--- config.mk ---
export PLATFORM = sky130hd
export DESIGN_NAME = add_sub_norm_pipe
export DESIGN_NICKNAME = d
export VERILOG_FILES = /design/src/rtl/fpu_add_sub_pkg.sv /design/src/rtl/add_sub_lopd.sv /design/src/rtl/add_sub_norm_pipe.sv
export SDC_FILE = /design/constraint.sdc
export NUM_CORES = 1
export LEC_CHECK = 0
export ABC_CLOCK_PERIOD_IN_PS = 3950
export CORE_UTILIZATION = 50
export DETAILED_ROUTE_END_ITERATION = 16
export GPL_TIMING_DRIVEN = 0
export PLACE_DENSITY = 0.71
export SYNTH_ARGS = -nofsm -noshare
export SYNTH_HDL_FRONTEND = slang
export SYNTH_HIERARCHICAL = 1
export SYNTH_SLANG_ARGS = --single-unit
--- constraint.sdc ---
create_clock -name i_clk -period 3.95 [get_ports i_clk]
set_clock_uncertainty 0.1 [all_clocks]
set_input_delay 0.9875 -clock i_clk [delete_from_list [all_inputs] [get_ports i_clk]]
set_output_delay 0.9875 -clock i_clk [all_outputs]
set_load 0.02 [all_outputs]
--- src/rtl/fpu_add_sub_pkg.sv ---
// Shared constants and flag bundle for the FPU add/sub datapath stages.
package fpu_add_sub_pkg;
  localparam int SIZE_MANT = 24;
  localparam int SIZE_EXP  = 8;
  localparam int SIZE_LOPD = 8;

  typedef struct packed {
    logic overflow;
    logic underflow;
    logic zero;
  } norm_flags_t;
endpackage

--- src/rtl/add_sub_lopd.sv ---
// Leading-one priority encoder: count of zeros above the first set bit, plus an all-zero flag.
module add_sub_lopd #(
  parameter int SIZE_MANT = 24,
  parameter int SIZE_LOPD = 8
) (
  input  logic [SIZE_MANT-1:0] i_mant,
  output logic [SIZE_LOPD-1:0] o_lopd,
  output logic                 o_all_zero
);

  always_comb begin
    o_lopd = '0;
    // Higher bits are visited last so the most significant one wins.
    for (int i = 0; i < SIZE_MANT; i++) begin
      if (i_mant[i]) o_lopd = SIZE_LOPD'(SIZE_MANT - 1 - i);
    end
  end

  assign o_all_zero = ~|i_mant;

endmodule

--- src/rtl/add_sub_norm_pipe.sv ---
// Two-stage normalization of the significand sum: classify and count in stage 1,
// shift into the normalized mantissa in stage 2.
module add_sub_norm_pipe #(
  parameter int SIZE_MANT = fpu_add_sub_pkg::SIZE_MANT,
  parameter int SIZE_EXP  = fpu_add_sub_pkg::SIZE_EXP,
  parameter int SIZE_LOPD = fpu_add_sub_pkg::SIZE_LOPD
) (
  input  logic                 i_clk,
  input  logic                 i_rst,
  input  logic                 i_valid,
  output logic                 o_ready,
  input  logic                 i_sign,
  input  logic [SIZE_EXP-1:0]  i_exp_value,
  input  logic [SIZE_MANT:0]   i_mant_sum,
  output logic                 o_valid,
  input  logic                 i_ready,
  output logic                 o_sign,
  output logic [SIZE_EXP-1:0]  o_exp_value,
  output logic                 o_overflow,
  output logic                 o_underflow,
  output logic                 o_zero_flag,
  output logic [SIZE_LOPD-1:0] o_lopd_value,
  output logic [SIZE_MANT-1:0] o_mant_norm,
  output logic                 o_sticky
);
  import fpu_add_sub_pkg::norm_flags_t;

  localparam int CW = (SIZE_LOPD > SIZE_EXP) ? SIZE_LOPD : SIZE_EXP;

  logic                 s1_valid_q, s1_valid_d;
  logic                 s1_sign_q, s1_sign_d;
  logic [SIZE_EXP-1:0]  s1_exp_q, s1_exp_d;
  logic [SIZE_MANT:0]   s1_sum_q, s1_sum_d;
  logic [SIZE_LOPD-1:0] s1_lopd_q, s1_lopd_d;
  norm_flags_t          s1_flags_q, s1_flags_d;

  logic                 s2_valid_q, s2_valid_d;
  logic                 s2_sign_q, s2_sign_d;
  logic [SIZE_EXP-1:0]  s2_exp_q, s2_exp_d;
  logic [SIZE_LOPD-1:0] s2_lopd_q, s2_lopd_d;
  norm_flags_t          s2_flags_q, s2_flags_d;
  logic [SIZE_MANT-1:0] s2_mant_q, s2_mant_d;
  logic                 s2_sticky_q, s2_sticky_d;

  logic                 s1_advance;
  logic [SIZE_LOPD-1:0] lopd_raw;
  logic                 all_zero;
  logic                 in_overflow, in_zero;
  logic [SIZE_LOPD-1:0] in_lopd;

  add_sub_lopd #(
    .SIZE_MANT (SIZE_MANT),
    .SIZE_LOPD (SIZE_LOPD)
  ) u_lopd (
    .i_mant     (i_mant_sum[SIZE_MANT-1:0]),
    .o_lopd     (lopd_raw),
    .o_all_zero (all_zero)
  );

  assign s1_advance = ~s2_valid_q | i_ready;
  assign o_ready    = ~s1_valid_q | s1_advance;

  assign in_overflow = i_mant_sum[SIZE_MANT];
  assign in_zero     = all_zero & ~in_overflow;
  assign in_lopd     = (in_overflow | in_zero) ? '0 : lopd_raw;

  always_comb begin
    s1_valid_d = s1_valid_q;
    s1_sign_d  = s1_sign_q;
    s1_exp_d   = s1_exp_q;
    s1_sum_d   = s1_sum_q;
    s1_lopd_d  = s1_lopd_q;
    s1_flags_d = s1_flags_q;
    if (o_ready) begin
      s1_valid_d = i_valid;
      if (i_valid) begin
        s1_sign_d           = i_sign;
        s1_exp_d            = i_exp_value;
        s1_sum_d            = i_mant_sum;
        s1_lopd_d           = in_lopd;
        s1_flags_d.overflow = in_overflow;
        s1_flags_d.zero     = in_zero;
        s1_flags_d.underflow = ~in_overflow & ~in_zero &
                               (CW'(in_lopd) >= CW'(i_exp_value));
      end
    end
  end

  always_comb begin
    s2_valid_d  = s2_valid_q;
    s2_sign_d   = s2_sign_q;
    s2_exp_d    = s2_exp_q;
    s2_lopd_d   = s2_lopd_q;
    s2_flags_d  = s2_flags_q;
    s2_mant_d   = s2_mant_q;
    s2_sticky_d = s2_sticky_q;
    if (s1_advance) begin
      s2_valid_d = s1_valid_q;
      if (s1_valid_q) begin
        s2_sign_d   = s1_sign_q;
        s2_exp_d    = s1_exp_q;
        s2_lopd_d   = s1_lopd_q;
        s2_flags_d  = s1_flags_q;
        s2_sticky_d = 1'b0;
        if (s1_flags_q.zero) begin
          s2_mant_d = '0;
        end else if (s1_flags_q.overflow) begin
          s2_mant_d   = s1_sum_q[SIZE_MANT:1];
          s2_sticky_d = s1_sum_q[0];
        end else if (s1_flags_q.underflow) begin
          // Left unshifted; the exponent-adjust stage keeps the exponent as is.
          s2_mant_d = s1_sum_q[SIZE_MANT-1:0];
        end else begin
          s2_mant_d = s1_sum_q[SIZE_MANT-1:0] << s1_lopd_q;
        end
      end
    end
  end

  always_ff @(posedge i_clk) begin
    if (i_rst) begin
      s1_valid_q  <= 1'b0;
      s1_sign_q   <= 1'b0;
      s1_exp_q    <= '0;
      s1_sum_q    <= '0;
      s1_lopd_q   <= '0;
      s1_flags_q  <= '0;
      s2_valid_q  <= 1'b0;
      s2_sign_q   <= 1'b0;
      s2_exp_q    <= '0;
      s2_lopd_q   <= '0;
      s2_flags_q  <= '0;
      s2_mant_q   <= '0;
      s2_sticky_q <= 1'b0;
    end else begin
      s1_valid_q  <= s1_valid_d;
      s1_sign_q   <= s1_sign_d;
      s1_exp_q    <= s1_exp_d;
      s1_sum_q    <= s1_sum_d;
      s1_lopd_q   <= s1_lopd_d;
      s1_flags_q  <= s1_flags_d;
      s2_valid_q  <= s2_valid_d;
      s2_sign_q   <= s2_sign_d;
      s2_exp_q    <= s2_exp_d;
      s2_lopd_q   <= s2_lopd_d;
      s2_flags_q  <= s2_flags_d;
      s2_mant_q   <= s2_mant_d;
      s2_sticky_q <= s2_sticky_d;
    end
  end

  assign o_valid      = s2_valid_q;
  assign o_sign       = s2_sign_q;
  assign o_exp_value  = s2_exp_q;
  assign o_overflow   = s2_flags_q.overflow;
  assign o_underflow  = s2_flags_q.underflow;
  assign o_zero_flag  = s2_flags_q.zero;
  assign o_lopd_value = s2_lopd_q;
  assign o_mant_norm  = s2_mant_q;
  assign o_sticky     = s2_sticky_q;

endmodule

==> out/qor.yml, run 1 <==
status: "finished, final reports clean"
top_layer_used: "met4"
cts_max_level: 3
relSlewSlack_pct: 38.3
grt.total_usage_pct: 35.1
drc: 0
initial_core_util_pct: 51.4
wl_met3_um: 1860
power_w: 0.00215
avgSynthCellArea_um2: 7.89
min_path_type: "reg2reg"
crit_type: "in2reg"
fmax_ghz: 0.270
cts.sinks: 91
ir_drop_uv: 207
m1WireLength_um: 8190
clk_pin_slew_ns: 0.10
postSynthCellCount: 706
synth-main-ff-cell: "dfxtp_1"
hold_viol_final: 0
pwr_density_cell_mw_per_mm2: 316
finalSetupViolCount: 0
n_antenna_cell: 0
drtIter0Drc: 483
insertion_delay_ns: 0.39
finalNonFillerCells: 947
cts_tree: "built"
slew_viol_final: 0
cts_buffers: 9
syn2layout_area_growth_pct: 22.4
synth-async-reset-ratio_pct: 0
core_area_mm2: 0.0108
vias_per_cell: 6.24
end_kind: "register"
synth.distinct_cells: 68
num_rows: 38
routedWlPerCell_um: 20.8
yosysWarnings: 6
max_stage_delay_ns: 0.56
fin_crit_ns: 3.70
cts_hold_buf: 0
ant_nets: 0
cts_resized: 0
cp.arrival_ns: 3.92
grt_pass1_vias: 5528
power.leakage_nw: 2.32
die_w_um: 108
placed_cells: 931
drive_gt1_share_pct: 8.30
cts_buffer_depth: 2
synth_edf_count: 0
grt_max_degree: 17
gp_congestion: 0.969
layout_commonest_cell: "nand2_1"
seqCellArea_mm2: 0.00182
worstMarginPinSlew_ns: 0.917
cts_setup_buffers: 0
portBuffers: 83
hpwlAfterDp_um: 15200
path_max_fanout: 10
drt_first_pass_iters: 7
nNetsFinal: 848
period_share_pct: 93.7
netlist_area_mm2: 0.00557
dr_wl_met2_um: 9090
ys_seq_area_share_pct: 32.7
cp-start-kind: "input pin"
ys_ff_latch: 91
vias: 5910
io_pins: 85
clockRootBuffer: "clkbuf_8"
slowest_stage: "or4_4"
die_area_mm2: 0.0116
grt-ovfl-total: 0
layout_common_cells: "nand2_1, dfxtp_1, a21oi_1, clkdlybuf4s50_1, clkbuf_1"
multi_input_area_mm2: 0.00344
worst_hold_slack_ns: 0.357
dpl-instance-area_mm2: 0.00658
cap_violations: 0
fin_area_mm2: 0.00682
worstPathRequired_ns: 4.17
antenna_found_initial: 0
fp.dieH_um: 108
rsz0062_at_grt: "no"
finalWirelength_um: 19700
fillers: 959
grt_pass1_wl_um: 30300
path_cells: "clkdlybuf4s50_1 > or4_4 > nor2_2 > nand4_1 > nor2_2 > nor2_1 > and2_1 > ha_1 > a211oi_1 > o31ai_1 > nand4_1 > a31oi_1"
-- per-stage QoR --
stage | setup TNS, ns | worst slack (ns) | util, %
after detailed placement | -0.187 | -0.187 | 60.7
after global placement | -0.176 | -0.176 | 60.7
after global routing | 0 | 0.0438 | 62.9
final | 0 | 0.250 | 62.9
after floorplan | 0 | 0.836 | -
after CTS | 0 | 0.207 | 62.9
-- per-layer routing --
metal  up-vias  track usage [%]
met5         -                0
met1      2780             45.6
met3        50             7.69
met2       355             55.3
met4         0             16.4
li1       2725                -
-- Yosys cell counts, types with 4 or more instances --
cell type,n,share of area [%]
o21a_1,8,1.1
and2_1,11,1.2
ha_1,8,1.8
nor3_1,5,0.45
nand2b_1,10,1.1
clkbuf_1,37,2.5
buf_2,9,0.81
nor2_1,34,2.3
buf_1,5,0.34
dfxtp_1,91,33
a21oi_1,85,7.6
mux4_2,17,6.9
mux2_2,4,0.81
mux2i_1,32,5.8
a31oi_1,4,0.45
a221oi_1,10,1.6
a211oi_1,8,1.1
o31ai_1,4,0.54
o21ai_0,33,3.0
o211ai_1,6,0.81
buf_4,5,0.67
nor2b_1,7,0.79
nand2_1,168,11
nand3_1,6,0.54
inv_1,13,0.88
nand3b_1,4,0.54
a22oi_1,10,1.3
a22o_1,9,1.4
-- path summary, 6_finish.rpt --
path	from	end	slack (ns)	cells after the start
max	i_mant_sum[15]	s1_flags_q[1]$_SDFFE_PP0P_	0.25	12
min	s1_exp_q[5]$_SDFFE_PP0P_	o_exp_value[5]$_SDFFE_PP0P_	0.36	2
max reg2reg	s1_lopd_q[0]$_SDFFE_PP0P_	o_mant_norm[18]$_SDFFE_PP0P_	1.36	6
min reg2reg	s1_exp_q[5]$_SDFFE_PP0P_	o_exp_value[5]$_SDFFE_PP0P_	0.36	2
-- registers in the layout, summed over array words and instances (netlist names), 2 cells and up --
signal,flops
s1_sum_q,25
s1_flags_q,2
o_mant_norm,24
s1_lopd_q,8
o_exp_value,8
o_lopd_value,8
s1_exp_q,8
-- power by group --
| group | internal [W] | switching, W |
|---|---|---|
| Clock | 0.000380 | 0.000373 |
| Combinational | 0.000165 | 0.000237 |
| Sequential | 0.000951 | 0.0000473 |
| Total | 0.00150 | 0.000657 |
-- worst max-delay path: cells and delay by family --
kind            cells  cell delay (ns)
compound gates      3             0.58
simple gates        7             1.59
fa+ha+maj           1             0.28
buf+inv             1             0.47
-- layout make-up --
cell class | count | area share (%)
plain buffers | 59 | 3.93
clock buffers | 10 | 2.02
inverters | 14 | 0.771
clock inverters | 6 | 1.39
repair buffers | 83 | 12.2
well taps | 140 | 2.57
flip-flops and latches | 91 | 26.7
multi-input cells | 544 | 50.4
-- cell families (layout without fill, tap and decap cells) --
group / after synthesis / after routing / share of synthesized area (%)
simple gates: 271 / 271 / 21.9
compound gates: 208 / 208 / 23.8
fa+ha+maj: 8 / 8 / 1.80
flops: 91 / 91 / 32.7
mux: 54 / 54 / 13.9
buf+inv: 73 / 172 / 5.75
other cells: 1 / 3 / 0.0673
(Power assumes the default switching activity.)
==> run 2, diff against run 1 <==
- SYNTH_HIERARCHICAL: 1 -> unset
==> run 2 against run 1 <==
  * Sequential share of layout area decreased by 0.14 points
  * Final cell count decreased by 5.8%
  * Clock power fell by 21%
  * Final area shrank 6.1%
  * Critical path depth shrank 1
  * Synthesized area decreased by 6.5%
  * Worst hold slack better by 0.0018 ns
  * Critical endpoint unchanged
  * Highest routed layer unchanged
==> out/qor.yml, run 2 <==
status: "finished, final reports clean"
layout_commonest_cell: "nand2_1"
cts.sinks: 85  # -6.6%
rr_endpoint: "o_mant_norm[13]$_SDFFE_PP0P_"
yosysWarnings: 0  # -6
die_area_mm2: 0.0108  # -6.4%
fillers: 881  # -8.1%
cts_hold_buf: 0  # unchanged
swShare_pct: 32.2  # +1.6 points
seqCellArea_mm2: 0.00170  # -6.6%
ant_nets: 0  # unchanged
synth_top_cell_by_area: "dfxtp_1"
p_seq_share_pct: 49.5  # +3.1 points
fp.dieH_um: 104  # -3.2%
period_share_pct: 97.0  # +3.4 points
finalNonFillerCells: 892  # -5.8%
switchingPower_w: 0.000603  # -8.3%
relSlewSlack_pct: 21.8  # -16 points
fin_crit_ns: 3.83  # +0.132 ns
n_antenna_cell: 0  # unchanged
max_stage_delay_ns: 0.57  # about the same
cp.arrival_ns: 3.98  # +0.06 ns
slew_viol_final: 0  # unchanged
grt_pass1_wl_um: 28900  # -4.7%
die_w_um: 104  # -3.2%
synth.most_common_cell: "nand2_1"
postSynthCellCount: 659  # -6.7%
syn2layout_area_growth_pct: 23.0
drc: 0  # unchanged
gp_congestion: 0.952  # -1.7%
path_cells: "clkdlybuf4s50_1 > or4_1 > or2b_1 > or4_4 > o211ai_1 > ha_1 > nand2b_1 > a211oi_2 > o21ai_0 > nand4_1 > a21oi_1"
worstPathRequired_ns: 4.09  # -0.08 ns
p_clk_share_pct: 31.6  # -3.4 points
ys_seq_area_share_pct: 32.7  # about the same
netlist.area_leader.share_pct: 32.7  # about the same
pre_cts_ws_ns: -0.478  # -0.291 ns
clockRootBuffer: "clkbuf_8"
drt_first_pass_iters: 5  # -2
grt-ovfl-total: 0  # unchanged
fmax_ghz: 0.261  # -3.5%
cp-start-kind: "input pin"
synth.distinct_cells: 57  # -16%
slowest_stage: "or4_1"
grt_max_degree: 17  # unchanged
antenna_found_initial: 0  # unchanged
finalSetupViolCount: 0  # unchanged
ir_drop_uv: 190  # -8.1%
rr_startpoint: "s1_lopd_q[1]$_SDFFE_PP0P_"
hpwlAfterDp_um: 14100  # -6.9%
regMostFlops: "s1_sum_q"
synth-async-reset-ratio_pct: 0  # unchanged
io_pins: 85  # unchanged
fin_util_pct: 64.3  # +1.4 points
core_area_mm2: 0.00995  # -8.2%
grt_pass1_vias: 5337  # -3.5%
finalWirelength_um: 18800  # -4.6%
ff2ff_path_depth: 8  # +2
p_int_w: 0.00127  # -15%
worst_slack_ns: 0.117  # -0.132 ns
num_rows: 36  # -5.3%
grt.total_usage_pct: 34.6  # -0.52 points
hold_depth: 2  # unchanged
clk_pin_slew_ns: 0.10  # about the same
layout_common_cells: "nand2_1, dfxtp_1, a21oi_1, clkdlybuf4s50_1, clkbuf_1"
netlist_area_mm2: 0.00521  # -6.5%
final.setup.tns_ns: 0  # unchanged
initial_core_util_pct: 52.3  # +0.93 points
cts_tree: "built"
pwr_density_cell_mw_per_mm2: 293  # -7.3%
placed_cells: 875  # -6.0%
path_max_fanout: 4  # -6
rsz0062_at_grt: "no"
synth_common_cells: "nand2_1, dfxtp_1, a21oi_1, clkbuf_1, o21ai_0"
cap_violations: 0  # unchanged
rrSetupSlack_ns: 0.83  # -0.53 ns
vias: 5753  # -2.7%
synth_edf_count: 0  # unchanged
routedWlPerCell_um: 21.1  # +1.3%
largest_register_ffs: 25  # unchanged
portBuffers: 81  # -2.4%
hold_path_end: "o_exp_value[7]$_SDFFE_PP0P_"
end_kind: "register"
cts_buffer_depth: 2  # unchanged
vias_per_cell: 6.45  # +3.3%
cts_max_level: 3  # unchanged
insertion_delay_ns: 0.38  # about the same
drive_gt1_share_pct: 8.04  # -0.27 points
synth-main-ff-cell: "dfxtp_1"
power.leakage_nw: 2.13  # -8.3%
drtIter0Drc: 515  # +6.6%
min_path_type: "reg2reg"
multi_input_area_mm2: 0.00324  # -5.8%
worstMarginPinSlew_ns: 1.16  # +0.239 ns
cts_buffers: 9  # unchanged
avgSynthCellArea_um2: 7.90  # +0.15%
ys_top_cells_by_area: "dfxtp_1, nand2_1, mux4_2"
hold_viol_final: 0  # unchanged
worst_hold_slack_ns: 0.359  # +0.00183 ns
min_from: "s1_exp_q[7]$_SDFFE_PP0P_"
power_frac_comb_pct: 19.0  # +0.3 points
crit_type: "in2reg"
ys_ff_latch: 85  # -6.6%
nNetsFinal: 797  # -6.0%
-- run 2: repair_timing --
action	in CTS	in global routing
buffers inserted	1	0
pin swaps	1	0
setup endpoints to repair	1	1
resized for setup	1	4
-- run 2: through the flow --
step / total power (W) / instance area [um2]
finish: 0.00187 / 6400
global route: 0.00193 / 6400
CTS: 0.00186 / 6390
detailed placement: 0.00129 / 6200
global placement: 0.00128 / 6190
floorplan: 0.00113 / 5220
-- run 2: power by group through the flow --
| stage | sequential, W | clock (W) | combinational [W] |
|---|---|---|---|
| after floorplan | 0.000942 | 0 | 0.000190 |
| after global placement | 0.000942 | 0 | 0.000339 |
| after detailed placement | 0.000944 | 0 | 0.000344 |
| after CTS | 0.000924 | 0.000588 | 0.000346 |
| after global routing | 0.000931 | 0.000624 | 0.000378 |
| final | 0.000927 | 0.000592 | 0.000356 |
-- run 2: layer usage --
layer / track usage [%] / vias to the layer above / share of wire, %
met3: 4.64 / 65 / 11
met2: 55.3 / 388 / 45
met1: 45.3 / 2720 / 39
met4: 18.8 / 0 / 4.6
li1: - / 2580 / -
met5: 0 / - / 0
-- run 2: area by class of cell --
class	instances	area share, %
clock buffer	9	1.93
buffer	61	3.95
sequential	85	26.6
multi-input combinational	506	50.6
timing repair buffer	82	12.9
tap	133	2.60
clock inverter	7	0.977
inverter	9	0.528
-- run 2: critical path: cells and delay by family --
kind | cells | cell delay, ns
buf+inv | 1 | 0.48
compound gates | 4 | 0.57
fa+ha+maj | 1 | 0.26
simple gates | 5 | 1.67
-- run 2: worst max-delay path by stage --
stage                                            end  slack (ns)           start  cells past startpoint
after floorplan           s1_flags_q[1]$_SDFFE_PP0P_        0.31  i_mant_sum[16]                     10
after global placement    s1_flags_q[1]$_SDFFE_PP0P_       -0.48  i_mant_sum[17]                     11
after detailed placement  s1_flags_q[1]$_SDFFE_PP0P_       -0.48  i_mant_sum[16]                     11
after CTS                 s1_flags_q[1]$_SDFFE_PP0P_       0.005  i_mant_sum[17]                     11
after global routing      s1_flags_q[1]$_SDFFE_PP0P_        0.02   i_mant_sum[5]                     11
final                     s1_flags_q[1]$_SDFFE_PP0P_        0.12   i_mant_sum[4]                     11
-- run 2: logic make-up after synthesis --
| logic type | Yosys count | share of synthesized area (%) |
|---|---|---|
| buf+inv | 70 | 5.50 |
| compound gates | 190 | 22.9 |
| flops | 85 | 32.7 |
| fa+ha+maj | 5 | 1.20 |
| simple gates | 255 | 22.7 |
| other cells | 1 | 0.0720 |
| mux | 53 | 14.9 |
==> run 3, diff against run 2 <==
- CORE_ASPECT_RATIO: unset -> 0.5
- CORE_MARGIN: unset -> 5
==> run 3 against run 2 <==
  * Via count rose by 0.23%
  * Core utilization fell by 0.27 points
  * Sequential share of layout area fell by 0.48 points
  * Clock-buffer cell count did not move
  * First-iteration DRC count rose by 30%
  * Critical endpoint unchanged
  * Largest power group unchanged
  * Highest routed layer unchanged
==> out/qor.yml, run 3 (synthesis gave the netlist of run 2 again) <==
cap_violations: 0  # unchanged
clockRootBuffer: "clkbuf_16"
pwr_density_cell_mw_per_mm2: 332  # +13%
insertion_delay_ns: 0.35  # -0.03 ns
ir_drop_uv: 283  # +49%
rrSetupSlack_ns: 0.72  # -0.11 ns
grt-ovfl-total: 0  # unchanged
worst_hold_slack_ns: 0.354  # -0.00515 ns
die_w_um: 154  # +48%
regMostFlops: "s1_sum_q"
period_share_pct: 96.5  # -0.50 points
grtUsageMet2_pct: 48.0  # -7.4 points
worstPathRequired_ns: 4.07  # -0.02 ns
final.setup.tns_ns: 0  # unchanged
core_area_mm2: 0.0102  # +2.3%
num_rows: 26  # -28%
nNetsFinal: 797  # unchanged
n_antenna_cell: 0  # unchanged
drtIter0Drc: 670  # +30%
vias_per_cell: 6.41  # -0.55%
cts.sinks: 85  # unchanged
clk_pin_slew_ns: 0.07  # -0.03 ns
met3_usage_pct: 10.0  # +5.4 points
portBuffers: 81  # unchanged
crit_type: "in2reg"
fmax_ghz: 0.262  # +0.52%
cp.arrival_ns: 3.93  # -0.05 ns
end_kind: "register"
drc: 0  # unchanged
cts_buffers: 9  # unchanged
cts_tree: "built"
power_frac_comb_pct: 16.6  # -2.4 points
drive_gt1_share_pct: 7.91  # -0.13 points
placed_cells: 882  # +0.80%
hold_viol_final: 0  # unchanged
die_area_mm2: 0.0127  # +17%
min_path_type: "reg2reg"
status: "finished, final reports clean"
finalSetupViolCount: 0  # unchanged
layout_common_cells: "nand2_1, dfxtp_1, a21oi_1, clkdlybuf4s50_1, clkbuf_1"
swShare_pct: 31.2  # -0.95 points
worstMarginPinSlew_ns: 0.995  # -0.161 ns
path_max_fanout: 5  # +1
p_clk_share_pct: 40.4  # +8.8 points
grt.total_usage_pct: 31.6  # -3.0 points
power_w: 0.00217  # +16%
finalNonFillerCells: 899  # +0.78%
p_int_w: 0.00149  # +17%
relSlewSlack_pct: 33.5  # +12 points
antenna_found_initial: 0  # unchanged
cp-start-kind: "input pin"
rsz0062_at_grt: "no"
slew_viol_final: 0  # unchanged
gp_congestion: 0.986  # +3.6%
p_seq_share_pct: 42.9  # -6.6 points
fp.dieH_um: 82.2  # -21%
grt_pass1_vias: 5355  # +0.34%
ant_nets: 0  # unchanged
power.leakage_nw: 2.17  # +2.2%
largest_register_ffs: 25  # unchanged
fin_crit_ns: 3.81  # -0.0199 ns
grt_pass1_wl_um: 30600  # +5.8%
io_pins: 85  # unchanged
seqCellArea_mm2: 0.00170  # unchanged
cts_buffer_depth: 2  # unchanged
vias: 5766  # +0.23%
grt_max_degree: 20  # +3
fillers: 912  # +3.5%
cts_max_level: 3  # unchanged
met1_usage_pct: 43.4  # -1.8 points
layout_commonest_cell: "nand2_1"
routedWlPerCell_um: 22.0  # +4.3%
busiest_layer: "met2"
multi_input_area_mm2: 0.00323  # -0.15%
fin_util_pct: 64.1  # -0.27 points
syn2layout_area_growth_pct: 25.3
initial_core_util_pct: 51.1  # -1.2 points
drt_first_pass_iters: 5  # unchanged
hpwlAfterDp_um: 15000  # +6.3%
switchingPower_w: 0.000676  # +12%
finalWirelength_um: 19800  # +5.1%
==> run 3: cell count changes in the layout (fill, tap and decap cells not counted), sizes merged <==
| cell | previous run | this run |
|---|---|---|
| clkinv | 5 | 3 |
| clkinvlp | 2 | 0 |
| dlygate4sd2 | 1 | 3 |
| dlymetal6s2s | 3 | 1 |
| inv | 9 | 13 |
==> run 3: cell type report <==
cell class                 count  area share (%)
multi-input combinational    506            49.6
sequential                    85            26.1
timing repair buffer          82            12.5
buffer                        61            3.87
clock buffer                   9            3.45
tap                          140            2.69
clock inverter                 7            1.29
inverter                       9           0.518
==> run 3: through the flow <==
stage / instance area, um2 / worst slack (ns)
2_1_floorplan: 5220 / 0.307
3_3_place_gp: 6200 / -0.505
3_5_place_dp: 6210 / -0.522
4_1_cts: 6520 / 0.0617
5_1_grt: 6520 / 0.0286
6_report: 6520 / 0.137
==> run 3: per-layer routing <==
layer  part of all wire [%]  vias up
met5                      0        -
met4                    2.6        0
met3                     14       55
met2                     42      403
met1                     42     2730
li1                       -     2578
==> run 3: worst paths after layout <==
check                                            startpoint                            to  cells after the start
worst max-delay path                         i_mant_sum[16]    s1_flags_q[1]$_SDFFE_PP0P_                     11
worst min-delay path            o_mant_norm[3]$_SDFFE_PP0P_   o_mant_norm[3]$_SDFFE_PP0P_                      2
worst max register to register    s1_lopd_q[0]$_SDFFE_PP0P_  o_mant_norm[22]$_SDFFE_PP0P_                      8
worst min register to register  o_mant_norm[3]$_SDFFE_PP0P_   o_mant_norm[3]$_SDFFE_PP0P_                      2
==> run 3: what timing repair did <==
| item | CTS | global route |
|---|---|---|
| hold buffers | 0 | 0 |
| gates resized for setup | 3 | 1 |
| setup buffers | 1 | 0 |
| endpoints found under the setup margin | 1 | 1 |
| pin swaps | 1 | 0 |
==> run 3: critical path, stage by stage <==
cell,delay [ns]
dlygate4sd2_1,0.30
or4_4,0.56
or4_4,0.44
or4_4,0.55
o211ai_1,0.15
ha_1,0.28
nand2b_1,0.14
a211oi_1,0.22
o21ai_0,0.12
nand4_1,0.12
a21oi_1,0.08
==> run 3: power by group through the flow <==
stage	sequential [W]	combinational (W)	clock [W]
4_1_cts	0.000926	0.000350	0.000880
3_5_place_dp	0.000946	0.000348	0
3_3_place_gp	0.000945	0.000345	0
2_1_floorplan	0.000942	0.000190	0
5_1_grt	0.000931	0.000386	0.000922
6_report	0.000930	0.000360	0.000876
==> edit 1, RTL diff (settings of run 2) <==
`SIZE_MANT` is set to 24 in 2 places; all go to 48.
--- a/src/rtl/fpu_add_sub_pkg.sv
+++ b/src/rtl/fpu_add_sub_pkg.sv
@@ -1,5 +1,5 @@
 // Shared constants and flag bundle for the FPU add/sub datapath stages.
 package fpu_add_sub_pkg;
-  localparam int SIZE_MANT = 24;
+  localparam int SIZE_MANT = 48;
   localparam int SIZE_EXP  = 8;
   localparam int SIZE_LOPD = 8;
--- a/src/rtl/add_sub_lopd.sv
+++ b/src/rtl/add_sub_lopd.sv
@@ -1,5 +1,5 @@
 // Leading-one priority encoder: count of zeros above the first set bit, plus an all-zero flag.
 module add_sub_lopd #(
-  parameter int SIZE_MANT = 24,
+  parameter int SIZE_MANT = 48,
   parameter int SIZE_LOPD = 8
 ) (
Interface: changed (resized i_mant_sum and o_mant_norm); port bits go from 85 to 133. The function was not compared with the original's and may differ.
==> edit 1 against run 2 <==
- area after synthesis rose by 84%
- power rose by 110%
- sequential power rose by 62%
- synthesized cell count rose by 77%
- first-iteration DRC count rose to 2.6 times the old value
- sequential cell count rose by 50
- worst setup slack improved by 0.12 ns
- wire length rose by 120%
- via count rose by 86%
- final area rose by 84%
- critical path depth rose by 1
==> edit 1: results <==
[global_route]
track_usage_pct = 42.4
grtUsageMet2_pct = 63.2
grt_use_met3_pct = 11.0
grt_pass1_wl_um = 61200
grt_max_degree = 19
antenna_found_initial = 0
met1_usage_pct = 53.1
grt_pass1_vias = 9937

[setup_path]
cp.arrival_ns = 3.92
worstReg2RegStart = s1_lopd_q[2]
reg2reg_slack_ns = 0.55
worst_path_max_delay_cell = clkdlybuf4s50_1
r2r_cells = 9
worst_path_largest_cell_delay_ns = 0.53
path_delay_family = simple AND/OR/NAND/NOR gates
crit_fanout = 7

[drt]
met1_length_um = 15600
vias_per_cell = 6.84
routed_wirelength_um = 41700
dr_wl_met2_um = 17900
wl_met3_um = 5140
drt-pass1-iter-count = 8
first_iter_violations = 1354

[clock_tree]
numCtsBuffers = 17
cts_root_buf = clkbuf_16
cts_resized = 0
clock_latency_ns = 0.46
clk_pin_slew_ns = 0.08
cts-htree-levels = 4
post_cts_buffers = 0

[worst_hold_path]
min_from = o_exp_value[3]
holdPathEnd = o_exp_value[3]

[synthesis]
synthTopCellsByArea = dfxtp_1, mux4_2, nand2_1, a21oi_1, mux2i_1
ys_seq_area_share_pct = 28.3
synthDistinctLibCells = 72
synthAdderAreaFrac_pct = 0.785
synth_compound_area_share_pct = 22.0
yosys-top-cells-count = nand2_1, a21oi_1, dfxtp_1
postSynthAreaPerCell_um2 = 8.20
muxShareOfSynthArea_pct = 23.6

[sta]
timing.hold.ws_ns = 0.354
slew_headroom_pct = 9.58

[layout]
drive_above_1_share_pct = 12.3
fin_nets = 1385
fillCellCount = 1652
largest_reg_flops = 49

[status]
outcome = completed

[placed_design]
portBuffers = 129
place_congestion = 1.11
dp_cells = 1530
hpwl_um = 31600

[power]
worst_ir_drop_vdd_mv = 0.303
p_leak_nw = 4.03
==> edit 1: layout make-up <==
type / instances / area [um2] / share of cell area, %
Sequential cell: 135 / 2700 / 22.9
Timing Repair Buffer: 131 / 1310 / 11.1
Multi-Input combinational cell: 900 / 6260 / 53.0
Inverter: 21 / 78.8 / 0.667
Clock inverter: 15 / 201 / 1.71
Buffer: 111 / 548 / 4.64
Tap cell: 234 / 293 / 2.48
Clock buffer: 17 / 425 / 3.60
==> edit 1: worst register-to-register path: cells and delay by family, from the launching register on <==
family | cells | cell delay (ns)
DFF | 1 | 0.32
buffers and inverters | 3 | 0.56
AOI/OAI and AO/OA | 3 | 1.13
and+or+nand+nor | 3 | 1.22
==> edit 1: worst max-delay path by stage <==
stage	from	endpoint
2_1_floorplan	i_mant_sum[12]	s1_flags_q[1]
3_3_place_gp	i_mant_sum[13]	s1_flags_q[1]
3_5_place_dp	i_mant_sum[12]	s1_flags_q[1]
4_1_cts	i_mant_sum[12]	s1_flags_q[1]
5_1_grt	i_mant_sum[40]	s1_flags_q[1]
6_report	i_mant_sum[30]	s1_flags_q[1]
==> edit 1: power breakdown <==
part	switching, mW	total (mW)	internal (mW)
Sequential	0.0878	1.50	1.41
Clock	0.822	1.69	0.869
Combinational	0.443	0.736	0.293
Total	1.35	3.93	2.58
==> edit 1: stage by stage <==
step | setup WS [ns] | instance area, um2 | power, mW | util, % | setup TNS (ns)
CTS | 0.116 | 11800 | 3.89 | 63.0 | 0
global route | 0.0537 | 11800 | 4.01 | 63.2 | 0
global placement | -0.275 | 11200 | 2.22 | 59.6 | -0.275
finish | 0.239 | 11800 | 3.93 | 63.2 | 0
detailed placement | -0.331 | 11200 | 2.22 | 59.6 | -0.331
floorplan | 0.686 | 9570 | 1.90 | - | 0
==> edit 2, RTL diff (config.mk and constraints of run 2) <==
Without the edit above. `s1_sum_q` no longer has a reset.
--- a/src/rtl/add_sub_norm_pipe.sv
+++ b/src/rtl/add_sub_norm_pipe.sv
@@ -123,5 +123,4 @@
       s1_sign_q   <= 1'b0;
       s1_exp_q    <= '0;
-      s1_sum_q    <= '0;
       s1_lopd_q   <= '0;
       s1_flags_q  <= '0;
@@ -137,5 +136,4 @@
       s1_sign_q   <= s1_sign_d;
       s1_exp_q    <= s1_exp_d;
-      s1_sum_q    <= s1_sum_d;
       s1_lopd_q   <= s1_lopd_d;
       s1_flags_q  <= s1_flags_d;
@@ -148,4 +146,8 @@
       s2_sticky_q <= s2_sticky_d;
     end
+  end
+
+  always_ff @(posedge i_clk) begin
+    s1_sum_q <= s1_sum_d;
   end
 
Check against the original RTL: same outputs for any inputs over 4 cycles, from zero or initial values and one cycle with i_rst high; that may be too few to reach the edited logic, so the function may still have changed.
==> edit 2 against run 2 <==
- non-clock buffer count down 20
- sequential cell count up 1
- highest routed layer unchanged
- register-to-register slack better by 0.71 ns
- via count down 13%
- area after synthesis about the same
- utilization up 0.33 points
- wire length down 12%
- worst setup slack better by 0.16 ns
- power up 9.7%
- sequential share of layout area up 4.2 points
- final area about the same
==> edit 2: results <==
[placed_design]
dp_cells = 781
hpwl_um = 12700
placed_area_um2 = 6180
portBuffers = 80

[setup_path]
path_delay_family = compound AO/OA/AOI/OAI gates
worst_path_max_delay_cell = a2111oi_2
cp.arrival_ns = 3.87
worst_path_largest_cell_delay_ns = 0.55

[status]
outcome = completed

[global_route]
met1_usage_pct = 42.5
grt_pass1_wl_um = 26200
grt_max_degree = 35
grtUsageMet2_pct = 50.7
grt_pass1_vias = 4729

[synthesis]
synthTopCellsByArea = dfxtp_1, edfxtp_1, nand2_1, mux4_1, a21oi_1
postSynthAreaPerCell_um2 = 9.20
synth_edf_count = 25
synthDistinctLibCells = 61
yosys.area.top_type_share_pct = 23.5
synth_compound_area_share_pct = 20.6

[drt]
wl_per_cell_um = 20.9
first_iter_violations = 452

[power]
swShare_pct = 28.9
p_leak_nw = 2.18

[clock_tree]
cts_resized = 0
-- edit 2: cell count changes after synthesis, moves of 7 or more --
cell and delta:
inv_1 +12, mux4_1 +10, o211ai_1 -7, clkbuf_1 -26, mux2_2 +9, mux4_2 -10, a22oi_1 +10, nand2_1 -55
a21oi_1 -29, edfxtp_1 +25, dfxtp_1 -24
-- edit 2: power groups by stage --
| stage | clock network, mW | registers [mW] | logic, mW |
|---|---|---|---|
| global placement | 0 | 1.02 | 0.353 |
| finish | 0.690 | 1.00 | 0.364 |
| detailed placement | 0 | 1.02 | 0.357 |
| CTS | 0.688 | 1.00 | 0.359 |
| global route | 0.733 | 1.01 | 0.390 |
| floorplan | 0 | 1.02 | 0.191 |
-- edit 2: kinds of logic (layout without fill, tap and decap cells) --
logic type	Yosys count	in the layout
mux	57	57
fa+ha+maj	5	5
compound gates	161	161
buf+inv	63	158
flops	86	86
other cells	1	3
simple gates	193	193
-- edit 2: worst min-delay path: cells and delay by family, from the launching register on --
kind               cells  cell delay [ns]
and+or+nand+nor        1             0.05
DFF                    1             0.32
AOI/OAI and AO/OA      1             0.05
-- edit 2: final cells by class --
class                   instances  area share, %
multi-input cells             419           46.0
flip-flops and latches         86           30.8
repair buffers                 80           12.5
plain buffers                  43           3.42
clock buffers                  12           3.10
well taps                     133           2.60
inverters                      20           1.17
clock inverters                 3          0.430
-- edit 2: metrics by stage --
step                TNS (ns)  worst slack (ns)
detailed placement   -0.0539           -0.0539
finish                     0             0.273
floorplan                  0             0.931
global placement     -0.0560           -0.0391
CTS                        0             0.342
global route               0             0.178
-- edit 2: final timing paths --
| path | startpoint | end | slack, ns | cells after the start |
|---|---|---|---|---|
| worst max register to register | s1_lopd_q[3] | o_mant_norm[21] | 1.54 | 6 |
| worst min-delay path | s1_exp_q[1] | o_exp_value[1] | 0.36 | 2 |
| worst min register to register | s1_exp_q[1] | o_exp_value[1] | 0.36 | 2 |
| worst max-delay path | i_mant_sum[4] | s1_flags_q[1] | 0.27 | 10 |
-- edit 2: routing by layer --
layer  vias up  routed length (um)  share of wire [%]
met3        29                1130                6.8
li1       2305                   -                  -
met4         0                 304                1.8
met1      2434                7240                 44
met2       236                7970                 48
met5         -                   0                  0
